===== config.mk =====
export PLATFORM = sky130hd
export DESIGN_NAME = iq_read_stage
export DESIGN_NICKNAME = d
export VERILOG_FILES = /design/src/rtl/iq_read_stage.sv
export SDC_FILE = /design/constraint.sdc
export NUM_CORES = 1
export LEC_CHECK = 0
export BUFFER_PORTS_ARGS = -buffer_cell sky130_fd_sc_hd__buf_2
export CORE_AREA = 2 2 141 143
export CTS_CLUSTER_SIZE = 16
export DETAILED_ROUTE_END_ITERATION = 16
export DIE_AREA = 0 0 143 145
export GPL_ROUTABILITY_DRIVEN = 0
export MAX_ROUTING_LAYER = met4
export PLACE_DENSITY = 0.7
export SYNTH_ARGS = -nofsm -noshare
export SYNTH_HDL_FRONTEND = slang
export SYNTH_SLANG_ARGS = --single-unit

===== constraint.sdc =====
create_clock -name clk_i -period 4.2 [get_ports clk_i]
set_input_delay 0 -clock clk_i [delete_from_list [all_inputs] [get_ports clk_i]]
set_output_delay 0 -clock clk_i [all_outputs]
set_load 0.03 [all_outputs]

===== src/rtl/iq_read_stage.sv =====
// IR-stage consumer of the instruction queue: pops up to two in-order entries
// per cycle into a registered two-slot output, splitting a same-cycle RAW pair.
module iq_read_stage #(
  parameter int DATA_W       = 64,
  parameter int REG_W        = 5,
  parameter int CNT_W        = 32,
  parameter int DEP_SPLIT_EN = 1
) (
  input  logic                clk_i,
  input  logic                rst_i,
  input  logic                flush_i,
  input  logic                stall_i,
  input  logic [1:0]          iq_valid_i,
  input  logic [2*DATA_W-1:0] iq_data_i,
  input  logic [1:0]          iq_we_i,
  input  logic [2*REG_W-1:0]  iq_rd_i,
  input  logic [2*REG_W-1:0]  iq_rs1_i,
  input  logic [2*REG_W-1:0]  iq_rs2_i,
  output logic [1:0]          iq_read_o,
  output logic [1:0]          valid_o,
  output logic [2*DATA_W-1:0] data_o,
  output logic [CNT_W-1:0]    split_cnt_o,
  output logic [CNT_W-1:0]    bubble_cnt_o
);

  localparam logic [CNT_W-1:0] CntMax = {CNT_W{1'b1}};
  localparam logic             DepEn  = (DEP_SPLIT_EN != 0);

  logic [1:0]          valid_q, valid_d;
  logic [2*DATA_W-1:0] data_q, data_d;
  logic [CNT_W-1:0]    split_q, split_d;
  logic [CNT_W-1:0]    bubble_q, bubble_d;

  logic [REG_W-1:0] rd0, rs1Slot1, rs2Slot1;
  logic             advance, dep, take0, take1;

  assign rd0      = iq_rd_i[REG_W-1:0];
  assign rs1Slot1 = iq_rs1_i[2*REG_W-1:REG_W];
  assign rs2Slot1 = iq_rs2_i[2*REG_W-1:REG_W];

  // An empty output stage can always refill, so stall only matters when holding data.
  assign advance = ~stall_i | (valid_q == 2'b00);
  assign dep     = DepEn & iq_we_i[0] & (rd0 != '0) &
                   ((rs1Slot1 == rd0) | (rs2Slot1 == rd0));
  assign take0   = advance & ~flush_i & ~rst_i & iq_valid_i[0];
  assign take1   = take0 & iq_valid_i[1] & ~dep;

  assign iq_read_o = {take1, take0};

  always_comb begin
    valid_d  = valid_q;
    data_d   = data_q;
    split_d  = split_q;
    bubble_d = bubble_q;
    if (flush_i) begin
      valid_d = 2'b00;
    end else if (advance) begin
      valid_d = {take1, take0};
      if (take0) data_d[DATA_W-1:0]        = iq_data_i[DATA_W-1:0];
      if (take1) data_d[2*DATA_W-1:DATA_W] = iq_data_i[2*DATA_W-1:DATA_W];
      // Counters saturate rather than wrap so long runs stay meaningful.
      if ((iq_valid_i == 2'b11) && dep && (split_q != CntMax))
        split_d = split_q + CNT_W'(1);
      if (!iq_valid_i[0] && (bubble_q != CntMax))
        bubble_d = bubble_q + CNT_W'(1);
    end
  end

  always_ff @(posedge clk_i) begin
    if (rst_i) begin
      valid_q  <= 2'b00;
      data_q   <= '0;
      split_q  <= '0;
      bubble_q <= '0;
    end else begin
      valid_q  <= valid_d;
      data_q   <= data_d;
      split_q  <= split_d;
      bubble_q <= bubble_d;
    end
  end

  assign valid_o      = valid_q;
  assign data_o       = data_q;
  assign split_cnt_o  = split_q;
  assign bubble_cnt_o = bubble_q;

endmodule


==> PnR_summary.wiki, run 1 <==
{| class="wikitable"
! Metric !! Value
|-
| Global-route wire length before repair || 38700 um
|-
| Category of the most critical setup path || reg2reg
|-
| Clock transition at the registers of the reported paths || 0.08 ns
|-
| Chip width || 143 um
|-
| Reported leakage power || 5.34 nW
|-
| Inst Count DP || 1460
|-
| Final Critical Period || 2.57 ns
|-
| Total Die Area || 20700 um^2
|-
| Average cell area after synthesis || 8.94 um^2
|-
| Met2 GRT Util || 38.1%
|-
| Max Clock Skew || 0.0126 ns
|-
| RSZ-0062 raised after global routing || false
|-
| Detailed router's first-iteration violation count || 359
|-
| Cell variety after synth || 52
|-
| Cells after synthesis || 900
|-
| Final design area excluding fillers || 11800 um^2
|-
| Chip height || 145 um
|-
| Drt total wl || 24500 um
|-
| Average wire length per cell after detail routing || 15.1 um
|-
| Peak fanout along the critical path || 41
|-
| Non-filler instance count after layout || 1625
|-
| Pre-Repair DR Iteration Count || 5
|-
| Count of buffers from port buffering || 345
|-
| Most heavily used metal layer in global routing || met2
|-
| Overflow after GRT || 0
|-
| Final Worst Setup Slack || 1.63 ns
|-
| Number of sinks driven by the clock tree || 194
|-
| Sum of negative setup slack || 0 ns
|-
| Global Route Usage Sum || 23.6%
|-
| Fmax || 389 MHz
|-
| Number of hold violations in the final report || 0
|-
| Setup slack after placement || 1.72 ns
|-
| H-Tree Depth || 4
|-
| Total power density per cell area || 337 nW/um^2
|-
| # Max-Cap Violations || 0
|-
| Antenna violations before repair || 2
|-
| Clock Latency Late Sink || 0.43 ns
|-
| Post-layout utilization of the core || 61.2%
|-
| Fraction of met3 tracks used by global routing || 5.12%
|-
| Largest net degree at the start of global routing || 114
|-
| Drc violations || 0
|-
| Global-route met1 utilization || 28.9%
|-
| Boundary Pins || 362
|-
| Maximum number of buffers from clock root to sink || 2
|-
| Final ANT Viol Nets || 0
|-
| Synth Cell Area || 8050 um^2
|-
| Clock tree from TritonCTS || yes
|-
| Routed vias || 8128
|-
| Filler cells || 1589
|-
| # Post-CTS Setup Buffers || 0
|-
| Sort of element at the end of the critical path || flop
|-
| Transition time of the tightest slew-check pin || 1.02 ns
|-
| EDFF count, synth || 0
|-
| Total power after layout || 3.97 mW
|-
| Slew Limit Headroom || 31.8%
|-
| Synthesis-to-layout area growth || 46.2%
|-
| Sequential area share after synthesis || 48.3%
|-
| Worst hold-check slack || 0.139 ns
|-
| Outcome || finished clean
|-
| Highest ir drop seen on vdd || 0.258 mV
|-
| Initial cell density of the core || 41.9%
|-
| FP Rows || 51
|-
| Core Footprint || 19200 um^2
|-
| Yosys warning total || 0
|-
| Min-delay worst type || in2reg
|-
| Inserted Clock Buffers || 17
|-
| Pins Over Slew Limit || 0
|-
| Net count of the finished layout || 1513
|-
| Via count of the first global-routing pass || 7986
|-
| Final critical-path share of the clock period || 61.2%
|-
| Final setup fails || 0
|-
| Synthesized net count || 1068
|-
| Drt via density || 5.00
|-
| Primary flip-flop cell chosen by synthesis mapping || sky130_fd_sc_hd__dfxtp_1
|-
| Cell chosen for the clock root || sky130_fd_sc_hd__clkbuf_16
|-
| Data arrival time of the critical path || 2.94 ns
|-
| Number of synthesized register bits || 194
|-
| Required time at the worst-slack endpoint || 4.57 ns
|-
| Async SR Flop Fraction || 0%
|-
| Detailed placer's ending HPWL || 15500 um
|-
| Critical Path Source Type || flop
|-
| Fraction of layout instances using a drive strength above 1 || 30.0%
|-
| Total placed instance area || 9870 um^2
|}
[Yosys cell counts, types with 3 or more instances]
cell type / n / area, um^2
sky130_fd_sc_hd__and4_1: 4 / 35.0
sky130_fd_sc_hd__o21ba_2: 3 / 30.0
sky130_fd_sc_hd__nor2_1: 112 / 420
sky130_fd_sc_hd__nand3_1: 20 / 100
sky130_fd_sc_hd__nor4_1: 8 / 50.1
sky130_fd_sc_hd__inv_1: 7 / 26.3
sky130_fd_sc_hd__or4_1: 9 / 67.6
sky130_fd_sc_hd__o31a_1: 3 / 26.3
sky130_fd_sc_hd__xor2_1: 14 / 123
sky130_fd_sc_hd__nor3_1: 10 / 50.1
sky130_fd_sc_hd__and2_1: 3 / 18.8
sky130_fd_sc_hd__nor2b_1: 7 / 43.8
sky130_fd_sc_hd__buf_4: 7 / 52.6
sky130_fd_sc_hd__nand4_1: 19 / 119
sky130_fd_sc_hd__mux2_2: 6 / 67.6
sky130_fd_sc_hd__and3_1: 5 / 31.3
sky130_fd_sc_hd__dfxtp_1: 194 / 3880
sky130_fd_sc_hd__nand3b_1: 64 / 480
sky130_fd_sc_hd__nand2_1: 160 / 601
sky130_fd_sc_hd__mux2i_1: 65 / 651
sky130_fd_sc_hd__clkbuf_1: 35 / 131
sky130_fd_sc_hd__buf_6: 5 / 56.3
sky130_fd_sc_hd__o211ai_1: 4 / 30.0
sky130_fd_sc_hd__buf_1: 4 / 15.0
sky130_fd_sc_hd__o31ai_1: 7 / 52.6
sky130_fd_sc_hd__xnor2_1: 23 / 201
sky130_fd_sc_hd__nand4b_1: 4 / 35.0
sky130_fd_sc_hd__a21oi_1: 27 / 135
sky130_fd_sc_hd__o21ai_0: 22 / 110
sky130_fd_sc_hd__or3_1: 19 / 119
sky130_fd_sc_hd__buf_2: 3 / 15.0
[what timing repair did]
item,in CTS,in global routing
gates resized for setup,0,0
hold endpoints to repair,130,0
hold buffers,131,0
[worst max-delay path, stage by stage, from the launching register on]
cell and delay [ns]:
sky130_fd_sc_hd__dfxtp_1 0.34, sky130_fd_sc_hd__o21ai_0 0.38, sky130_fd_sc_hd__nand3_2 0.14, sky130_fd_sc_hd__inv_2 0.08
sky130_fd_sc_hd__nand2_1 0.08, sky130_fd_sc_hd__a21oi_4 0.12, sky130_fd_sc_hd__buf_4 0.56, sky130_fd_sc_hd__a21oi_1 0.08
sky130_fd_sc_hd__nor3_1 0.16, sky130_fd_sc_hd__dlygate4sd3_1 0.57
[layout make-up]
| class | instances | area [um^2] | area share, % |
|---|---|---|---|
| antenna | 2 | 5.00 | 0.0426 |
| clock buffer | 18 | 429 | 3.65 |
| clock inverter | 14 | 140 | 1.19 |
| inverter | 8 | 30.0 | 0.255 |
| multi-input combinational | 643 | 3860 | 32.8 |
| sequential | 194 | 3880 | 33.0 |
| tap | 265 | 332 | 2.82 |
| timing repair buffer | 481 | 3080 | 26.2 |
[registers in the layout (all words and copies together) (netlist names)]
signal,cells
data_o,128
bubble_cnt_o,32
split_cnt_o,32
valid_o,2
[final timing paths]
path	cells after the start	endpoint	from	slack, ns
hold reg to reg	2	data_o[39]	data_o[39]	0.47
setup / recovery	9	valid_o[1]	valid_o[1]	1.63
setup reg to reg	9	valid_o[1]	valid_o[1]	1.63
hold / removal	2	data_o[64]	rst_i	0.14
[report_power, final]
part           switching (mW)  internal (mW)  leakage (nW)
Sequential             0.0266           1.89          1.57
Clock                   0.783          0.792         0.282
Combinational           0.261          0.218          3.49
Total                    1.07           2.90          5.34
[routing by layer]
layer | share of wire, % | up-vias
li1 | - | 3976
met4 | 2.6 | 0
met5 | 0 | -
met1 | 43 | 3823
met2 | 49 | 279
met3 | 5.7 | 50
[cell usage in the layout, fill, tap and decap left out, drive strengths merged, types with 2 or more instances in the layout]
cell	n
and3	5
nand3	22
o21ai	23
clkinv	7
xor2	14
o21ba	3
dfxtp	194
nor4	11
nand2	160
xnor2	23
o31a	3
nand4b	4
nor3	11
ha	2
a21oi	28
and4	4
and2	3
mux2i	65
or4	10
diode	2
mux2	6
clkbuf	18
nor4b	2
dlygate4sd3	131
or2	3
nand3b	64
o31ai	7
o2111ai	2
or3	19
nor2	112
nor2b	7
buf	350
o211ai	4
nand4	20
inv	15
[kinds of logic after synthesis]
logic type | after synthesis | synth area share [%]
compound gates | 74 | 5.83
mux | 71 | 8.93
flops | 194 | 48.3
simple gates | 459 | 28.8
buf+inv | 63 | 3.79
fa+ha+maj | 2 | 0.311
xor+xnor | 37 | 4.03
Note: power is estimated with default switching activity, not from simulation.
==> run 2, diff against run 1 <==
- CORE_AREA: 2 2 141 143 -> default
- CORE_MARGIN: default -> 2
- CORE_UTILIZATION: default -> 43
- DIE_AREA: 0 0 143 145 -> default
- PLACE_DENSITY: 0.7 -> 0.74
- clock period: 4.2 -> 2.2 ns (I/O delays scaled with it)
==> run 2 against run 1 <==
Against the previous run:
- flip-flop and latch count did not move
- design area rose by 2.8%
- final cell count rose by 0.43%
- sequential power rose by 92%
- global-route usage rose by 2.1 points
- critical path type unchanged
- non-clock buffer count rose by 37
==> PnR_summary.wiki, run 2 (synthesized netlist as in run 1, its figures left out) <==
{| class="wikitable"
! Metric !! Value
|-
| Outcome || finished clean
|-
| Average wire length per cell after detail routing || 15.9 um (+5.6%)
|-
| Global Route Usage Sum || 25.7% (+2.1 points)
|-
| Max reg flops || 128 (unchanged)
|-
| Drt total wl || 26000 um (+6.1%)
|-
| Overflow after GRT || 0 (unchanged)
|-
| Peak fanout along the critical path || 7 (-83%)
|-
| Post-layout utilization of the core || 65.3% (+4.1 points)
|-
| RSZ-0062 raised after global routing || true
|-
| Total power after layout || 7.79 mW (+96%)
|-
| Total placed instance area || 10100 um^2 (+2.1%)
|-
| Area of combinational cells with multiple inputs || 3870 um^2 (+0.23%)
|-
| Worst reg-to-reg setup slack || 0.12 ns (-1.51 ns)
|-
| Drc violations || 0 (unchanged)
|-
| Number of sinks driven by the clock tree || 194 (unchanged)
|-
| Cell chosen for the clock root || sky130_fd_sc_hd__clkbuf_16
|-
| Inserted Clock Buffers || 17 (unchanged)
|-
| Critical Path Source Type || flop
|-
| Chip height || 141 um (-2.9%)
|-
| Most heavily used metal layer in global routing || met2
|-
| Max Clock Skew || 0.0124 ns (-0.000116 ns)
|-
| Drt via density || 5.12 (+2.4%)
|-
| Clock Latency Late Sink || 0.43 ns (about the same)
|-
| Antenna violations before repair || 2 (unchanged)
|-
| Final Critical Period || 2.08 ns (-0.489 ns)
|-
| Net count of the finished layout || 1550 (+2.4%)
|-
| Pins Over Slew Limit || 0 (unchanged)
|-
| Count of buffers from port buffering || 345 (unchanged)
|-
| Total power density per cell area || 644 nW/um^2 (+91%)
|-
| Top library cells by usage in the layout, fill and taps aside || 344 x sky130_fd_sc_hd__buf_2, 193 x sky130_fd_sc_hd__dfxtp_1, 159 x sky130_fd_sc_hd__nand2_1
|-
| Final setup fails || 0 (unchanged)
|-
| Clock transition at the registers of the reported paths || 0.07 ns (about the same)
|-
| Clock tree from TritonCTS || yes
|-
| Global-route wire length before repair || 40500 um (+4.7%)
|-
| # Max-Cap Violations || 0 (unchanged)
|-
| Slew Limit Headroom || 46.3% (+14 points)
|-
| Maximum number of buffers from clock root to sink || 2 (unchanged)
|-
| Met2 GRT Util || 42.3% (+4.2 points)
|-
| Hold Path Cell Cnt || 3 (+1)
|-
| Chip width || 141 um (-1.5%)
|-
| Non-filler instance count after layout || 1632 (+0.43%)
|-
| Launch point of the worst hold path || rst_i
|-
| Fraction of met3 tracks used by global routing || 6.01% (+0.90 points)
|-
| Pre-Repair DR Iteration Count || 4 (-1)
|-
| Highest ir drop seen on vdd || 0.547 mV (+110%)
|-
| Final ANT Viol Nets || 0 (unchanged)
|-
| Via count of the first global-routing pass || 8331 (+4.3%)
|-
| Reg2Reg Capture Point || bubble_cnt_o[6]
|-
| Number of hold violations in the final report || 0 (unchanged)
|-
| Synthesis-to-layout area growth || 50.3%
|-
| Data arrival time of the critical path || 2.37 ns (-0.57 ns)
|-
| FP Rows || 50 (-2.0%)
|-
| Largest net degree at the start of global routing || 201 (+76%)
|-
| Sum of negative setup slack || 0 ns (unchanged)
|-
| Routed vias || 8359 (+2.8%)
|-
| Endpoint of the worst hold-timing path || split_cnt_o[1]
|-
| Transition time of the tightest slew-check pin || 0.806 ns (-0.217 ns)
|-
| Inst Count DP || 1459 (-0.068%)
|-
| Required time at the worst-slack endpoint || 2.49 ns (-2.08 ns)
|-
| Final critical-path share of the clock period || 94.6% (+33 points)
|-
| Initial cell density of the core || 43.5% (+1.6 points)
|-
| Core Footprint || 18500 um^2 (-3.6%)
|-
| Most frequent standard cell in the layout excluding fill and tap cells || sky130_fd_sc_hd__buf_2
|-
| Category of the most critical setup path || reg2reg
|-
| Detailed placer's ending HPWL || 15600 um (+0.95%)
|-
| Sort of element at the end of the critical path || flop
|-
| Min-delay worst type || in2reg
|-
| Filler cells || 1444 (-9.1%)
|-
| Fraction of layout instances using a drive strength above 1 || 32.0% (+2.0 points)
|-
| Footprint of the flip-flops and latches || 3880 um^2 (about the same)
|-
| Detailed router's first-iteration violation count || 449 (+25%)
|-
| Final design area excluding fillers || 12100 um^2 (+2.8%)
|-
| H-Tree Depth || 4 (unchanged)
|-
| Reported leakage power || 5.55 nW (+3.8%)
|-
| Global-route met1 utilization || 29.9% (+1.0 points)
|-
| Boundary Pins || 362 (unchanged)
|-
| Worst reg2reg path depth || 7 (-2)
|-
| Crit Reg-Reg Startpoint || bubble_cnt_o[27]
|-
| Total Die Area || 19800 um^2 (-4.4%)
|-
| Fmax || 480 MHz (+23%)
|}
run 2: changes by cell type in the layout (fill, tap and decap cells not counted), moves of 2 or more:
cell                         previous run  this run
sky130_fd_sc_hd__bufinv_16              0         2
sky130_fd_sc_hd__diode_2                2         4
sky130_fd_sc_hd__clkinvlp_4             0         2
sky130_fd_sc_hd__buf_12                 0         2
sky130_fd_sc_hd__buf_4                  6        39
sky130_fd_sc_hd__clkinv_2               2         0
run 2: routing by layer:
layer / routed length (um) / share of wire, % / up-vias
li1: - / - / 4040
met4: 856 / 3.3 / 0
met1: 10600 / 41 / 3945
met5: 0 / 0 / -
met2: 12900 / 50 / 301
met3: 1590 / 6.1 / 73
run 2: report_power, final:
| group | switching (mW) | internal (mW) | total [mW] |
|---|---|---|---|
| clock network | 1.47 | 1.72 | 3.19 |
| logic | 0.512 | 0.428 | 0.940 |
| registers | 0.0552 | 3.60 | 3.66 |
| total | 2.04 | 5.75 | 7.79 |
run 2: worst max-delay path by stage:
stage	from	end	slack, ns
final	bubble_cnt_o[27]	bubble_cnt_o[6]	0.12
after global routing	bubble_cnt_o[27]	bubble_cnt_o[6]	-0.02
after CTS	valid_o[1]	iq_read_o[1]	0.01
after detailed placement	split_cnt_o[9]	split_cnt_o[21]	0.09
after global placement	valid_o[1]	split_cnt_o[25]	0.16
after floorplan	split_cnt_o[0]	split_cnt_o[31]	0.03
run 2: per-stage QoR:
step                      hold WS [ns]  setup WS (ns)
after floorplan                 0.0793         0.0291
after global placement           0.182          0.158
after detailed placement         0.185         0.0871
after CTS                        0.179         0.0120
after global routing             0.200        -0.0206
final                            0.194          0.118
run 2: final cells by class:
class                      instances  share of cell area, %
sequential                       194                   32.1
multi-input combinational        643                   32.0
timing repair buffer             518                   28.1
clock buffer                      18                   3.55
tap                              234                   2.42
clock inverter                    13                   1.42
inverter                           8                  0.248
antenna                            4                 0.0828
run 2: critical path, stage by stage (launching register included):
cell	delay [ns]
sky130_fd_sc_hd__dfxtp_1	0.39
sky130_fd_sc_hd__nand4_1	0.20
sky130_fd_sc_hd__or4_4	0.61
sky130_fd_sc_hd__nor4_2	0.22
sky130_fd_sc_hd__buf_4	0.19
sky130_fd_sc_hd__nor3_1	0.07
sky130_fd_sc_hd__xnor2_1	0.21
sky130_fd_sc_hd__nor2_1	0.06
run 2: repair_timing:
item,4_1_cts,5_1_grt
endpoints found under the hold margin,130,0
pin swaps,0,4
endpoints found under the setup margin,1,10
hold buffers,131,0
cloned,0,1
resized for setup,1,4
buffers inserted,0,6
==> run 3, diff against run 2 <==
- CORE_AREA: default -> 2 2 141 143
- CORE_MARGIN: 2 -> default
- CORE_UTILIZATION: 43 -> default
- DIE_AREA: default -> 0 0 143 145
- PLACE_DENSITY: 0.74 -> 0.7
- clock period: 2.2 -> 2.5 ns (I/O delays scaled with it)
==> run 3 against run 2 <==
Against the previous run:
- routed wire length shrank 2.0%
- clock-buffer cell count shrank 1
- highest routed layer unchanged
- design area shrank 1.2%
- total power shrank 11%
- largest cell class unchanged
- register-to-register slack gained 0.12 ns
- non-clock buffer count shrank 23
- sequential share of layout area grew 0.38 points
- final cell count grew 0.25%
- critical endpoint is now split_cnt_o[31]
==> PnR_summary.wiki, run 3 (synthesized netlist as in run 1, its figures left out) <==
{| class="wikitable"
! Metric !! Value
|-
| Clock Latency Late Sink || 0.43 ns (about the same)
|-
| Sum of negative setup slack || 0 ns (unchanged)
|-
| Final setup fails || 0 (unchanged)
|-
| Launch point of the worst hold path || iq_valid_i[0]
|-
| Routed vias || 8207 (-1.8%)
|-
| Peak fanout along the critical path || 14 (+7)
|-
| Largest net degree at the start of global routing || 75 (-63%)
|-
| Detailed router's first-iteration violation count || 365 (-19%)
|-
| Final Critical Period || 2.26 ns (+0.182 ns)
|-
| Final Worst Setup Slack || 0.236 ns (+0.118 ns)
|-
| Filler cells || 1602 (+11%)
|-
| Reported leakage power || 5.44 nW (-1.8%)
|-
| Initial cell density of the core || 41.9% (-1.6 points)
|-
| Critical Path Source Type || flop
|-
| Hold Path Cell Cnt || 6 (+3)
|-
| Antenna violations before repair || 0 (-2)
|-
| Number of hold violations in the final report || 0 (unchanged)
|-
| Drt total wl || 25500 um (-2.0%)
|-
| Final critical-path share of the clock period || 90.6% (-4.1 points)
|-
| Crit path from || valid_o[1]
|-
| Cell chosen for the clock root || sky130_fd_sc_hd__clkbuf_16
|-
| Top library cells by usage in the layout, fill and taps aside || 344 x sky130_fd_sc_hd__buf_2, 194 x sky130_fd_sc_hd__dfxtp_1, 160 x sky130_fd_sc_hd__nand2_1
|-
| Reg2Reg Capture Point || split_cnt_o[31]
|-
| # Post-CTS Setup Buffers || 0 (unchanged)
|-
| Pins Over Slew Limit || 0 (unchanged)
|-
| Final ANT Viol Nets || 0 (unchanged)
|-
| Inserted Clock Buffers || 17 (unchanged)
|-
| Max Clock Skew || 0.0197 ns (+0.00721 ns)
|-
| Footprint of the flip-flops and latches || 3880 um^2 (about the same)
|-
| Total power after layout || 6.93 mW (-11%)
|-
| Overflow after GRT || 0 (unchanged)
|-
| Boundary Pins || 362 (unchanged)
|-
| ANT cells || 0 (-4)
|-
| Required time at the worst-slack endpoint || 2.81 ns (+0.32 ns)
|-
| Category of the most critical setup path || reg2reg
|-
| Average wire length per cell after detail routing || 15.6 um (-2.2%)
|-
| # Max-Cap Violations || 0 (unchanged)
|-
| Via count of the first global-routing pass || 8273 (-0.70%)
|-
| Crit Reg-Reg Startpoint || valid_o[1]
|-
| Maximum number of buffers from clock root to sink || 2 (unchanged)
|-
| Endpoint of the worst hold-timing path || bubble_cnt_o[2]
|-
| Net count of the finished layout || 1527 (-1.5%)
|-
| Core Footprint || 19200 um^2 (+3.7%)
|-
| Total power density per cell area || 580 nW/um^2 (-9.9%)
|-
| Most frequent standard cell in the layout excluding fill and tap cells || sky130_fd_sc_hd__buf_2
|-
| Fraction of layout instances using a drive strength above 1 || 30.3% (-1.7 points)
|-
| Global-route wire length before repair || 40000 um (-1.1%)
|-
| Worst reg-to-reg setup slack || 0.24 ns (+0.12 ns)
|-
| Drt via density || 5.02 (-2.1%)
|-
| Count of buffers from port buffering || 345 (unchanged)
|-
| Data arrival time of the critical path || 2.57 ns (+0.20 ns)
|-
| Chip width || 143 um (+1.6%)
|-
| Area of combinational cells with multiple inputs || 3860 um^2 (-0.23%)
|-
| Clock transition at the registers of the reported paths || 0.07 ns (about the same)
|-
| RSZ-0062 raised after global routing || false
|-
| Fmax || 442 MHz (-8.1%)
|-
| FP Rows || 51 (+2.0%)
|-
| Sort of element at the end of the critical path || flop
|-
| Drc violations || 0 (unchanged)
|-
| Synthesis-to-layout area growth || 48.5%
|-
| Worst reg2reg path depth || 6 (-1)
|-
| Slew Limit Headroom || 50.2% (+4.0 points)
|-
| H-Tree Depth || 4 (unchanged)
|-
| Highest ir drop seen on vdd || 0.450 mV (-18%)
|-
| Number of sinks driven by the clock tree || 194 (unchanged)
|-
| Outcome || finished clean
|-
| Setup slack after placement || 0.211 ns (+0.124 ns)
|-
| Total Die Area || 20700 um^2 (+4.6%)
|-
| Global Route Usage Sum || 24.4% (-1.3 points)
|-
| Min-delay worst type || in2reg
|-
| Pre-Repair DR Iteration Count || 7 (+3)
|-
| Chip height || 145 um (+3.0%)
|-
| Detailed placer's ending HPWL || 16000 um (+2.2%)
|-
| Transition time of the tightest slew-check pin || 0.746 ns (-0.0599 ns)
|-
| Clock tree from TritonCTS || yes
|-
| Max reg flops || 128 (unchanged)
|}
run 3: per-layer routing:
metal	global-route usage (%)	vias up	routed length (um)
met4	10.3	0	680
met1	27.8	3886	10400
li1	-	3995	-
met5	-	-	0
met2	40.9	275	12800
met3	5.61	51	1580
run 3: worst max-delay path by stage:
stage | slack [ns] | depth (start not counted) | to
6_report | 0.24 | 6 | split_cnt_o[31]
2_1_floorplan | 0.33 | 8 | split_cnt_o[31]
5_1_grt | 0.005 | 6 | split_cnt_o[31]
4_1_cts | 0.14 | 9 | valid_o[1]
3_5_place_dp | 0.21 | 6 | split_cnt_o[31]
3_3_place_gp | 0.30 | 6 | split_cnt_o[18]
run 3: per-stage QoR:
stage               cell area, um^2  instances  util, %  hold WS (ns)
floorplan                      8050        900        -        0.0793
global placement               9940       1467     51.7         0.181
detailed placement             9940       1467     51.7         0.187
CTS                           11900       1635     62.1         0.186
global route                  11900       1636     62.2         0.231
finish                        11900       1636     62.2         0.220
run 3: power by group:
part	internal, mW	switching, mW
Sequential	3.17	0.0454
Clock	1.61	1.29
Combinational	0.373	0.448
Total	5.15	1.78
run 3: layout make-up:
| type | count | area share [%] |
|---|---|---|
| Clock buffer | 17 | 3.56 |
| Timing Repair Buffer | 495 | 26.9 |
| Sequential cell | 194 | 32.5 |
| Clock inverter | 14 | 1.62 |
| Tap cell | 265 | 2.78 |
| Inverter | 8 | 0.251 |
| Multi-Input combinational cell | 643 | 32.3 |
run 3: critical path, cell delays in order (launching register included):
cell and delay, ns:
sky130_fd_sc_hd__dfxtp_1 0.33, sky130_fd_sc_hd__o21ai_0 0.31, sky130_fd_sc_hd__nand4b_1 0.21, sky130_fd_sc_hd__nor3_2 0.21, sky130_fd_sc_hd__nand2_1 0.32, sky130_fd_sc_hd__nor4_1 0.41
sky130_fd_sc_hd__mux2_2 0.37
run 3: timing repair:
action                     CTS  global route
resized for setup            0             1
hold buffers               137             0
setup endpoints to repair    0             1
hold endpoints to repair   150             0
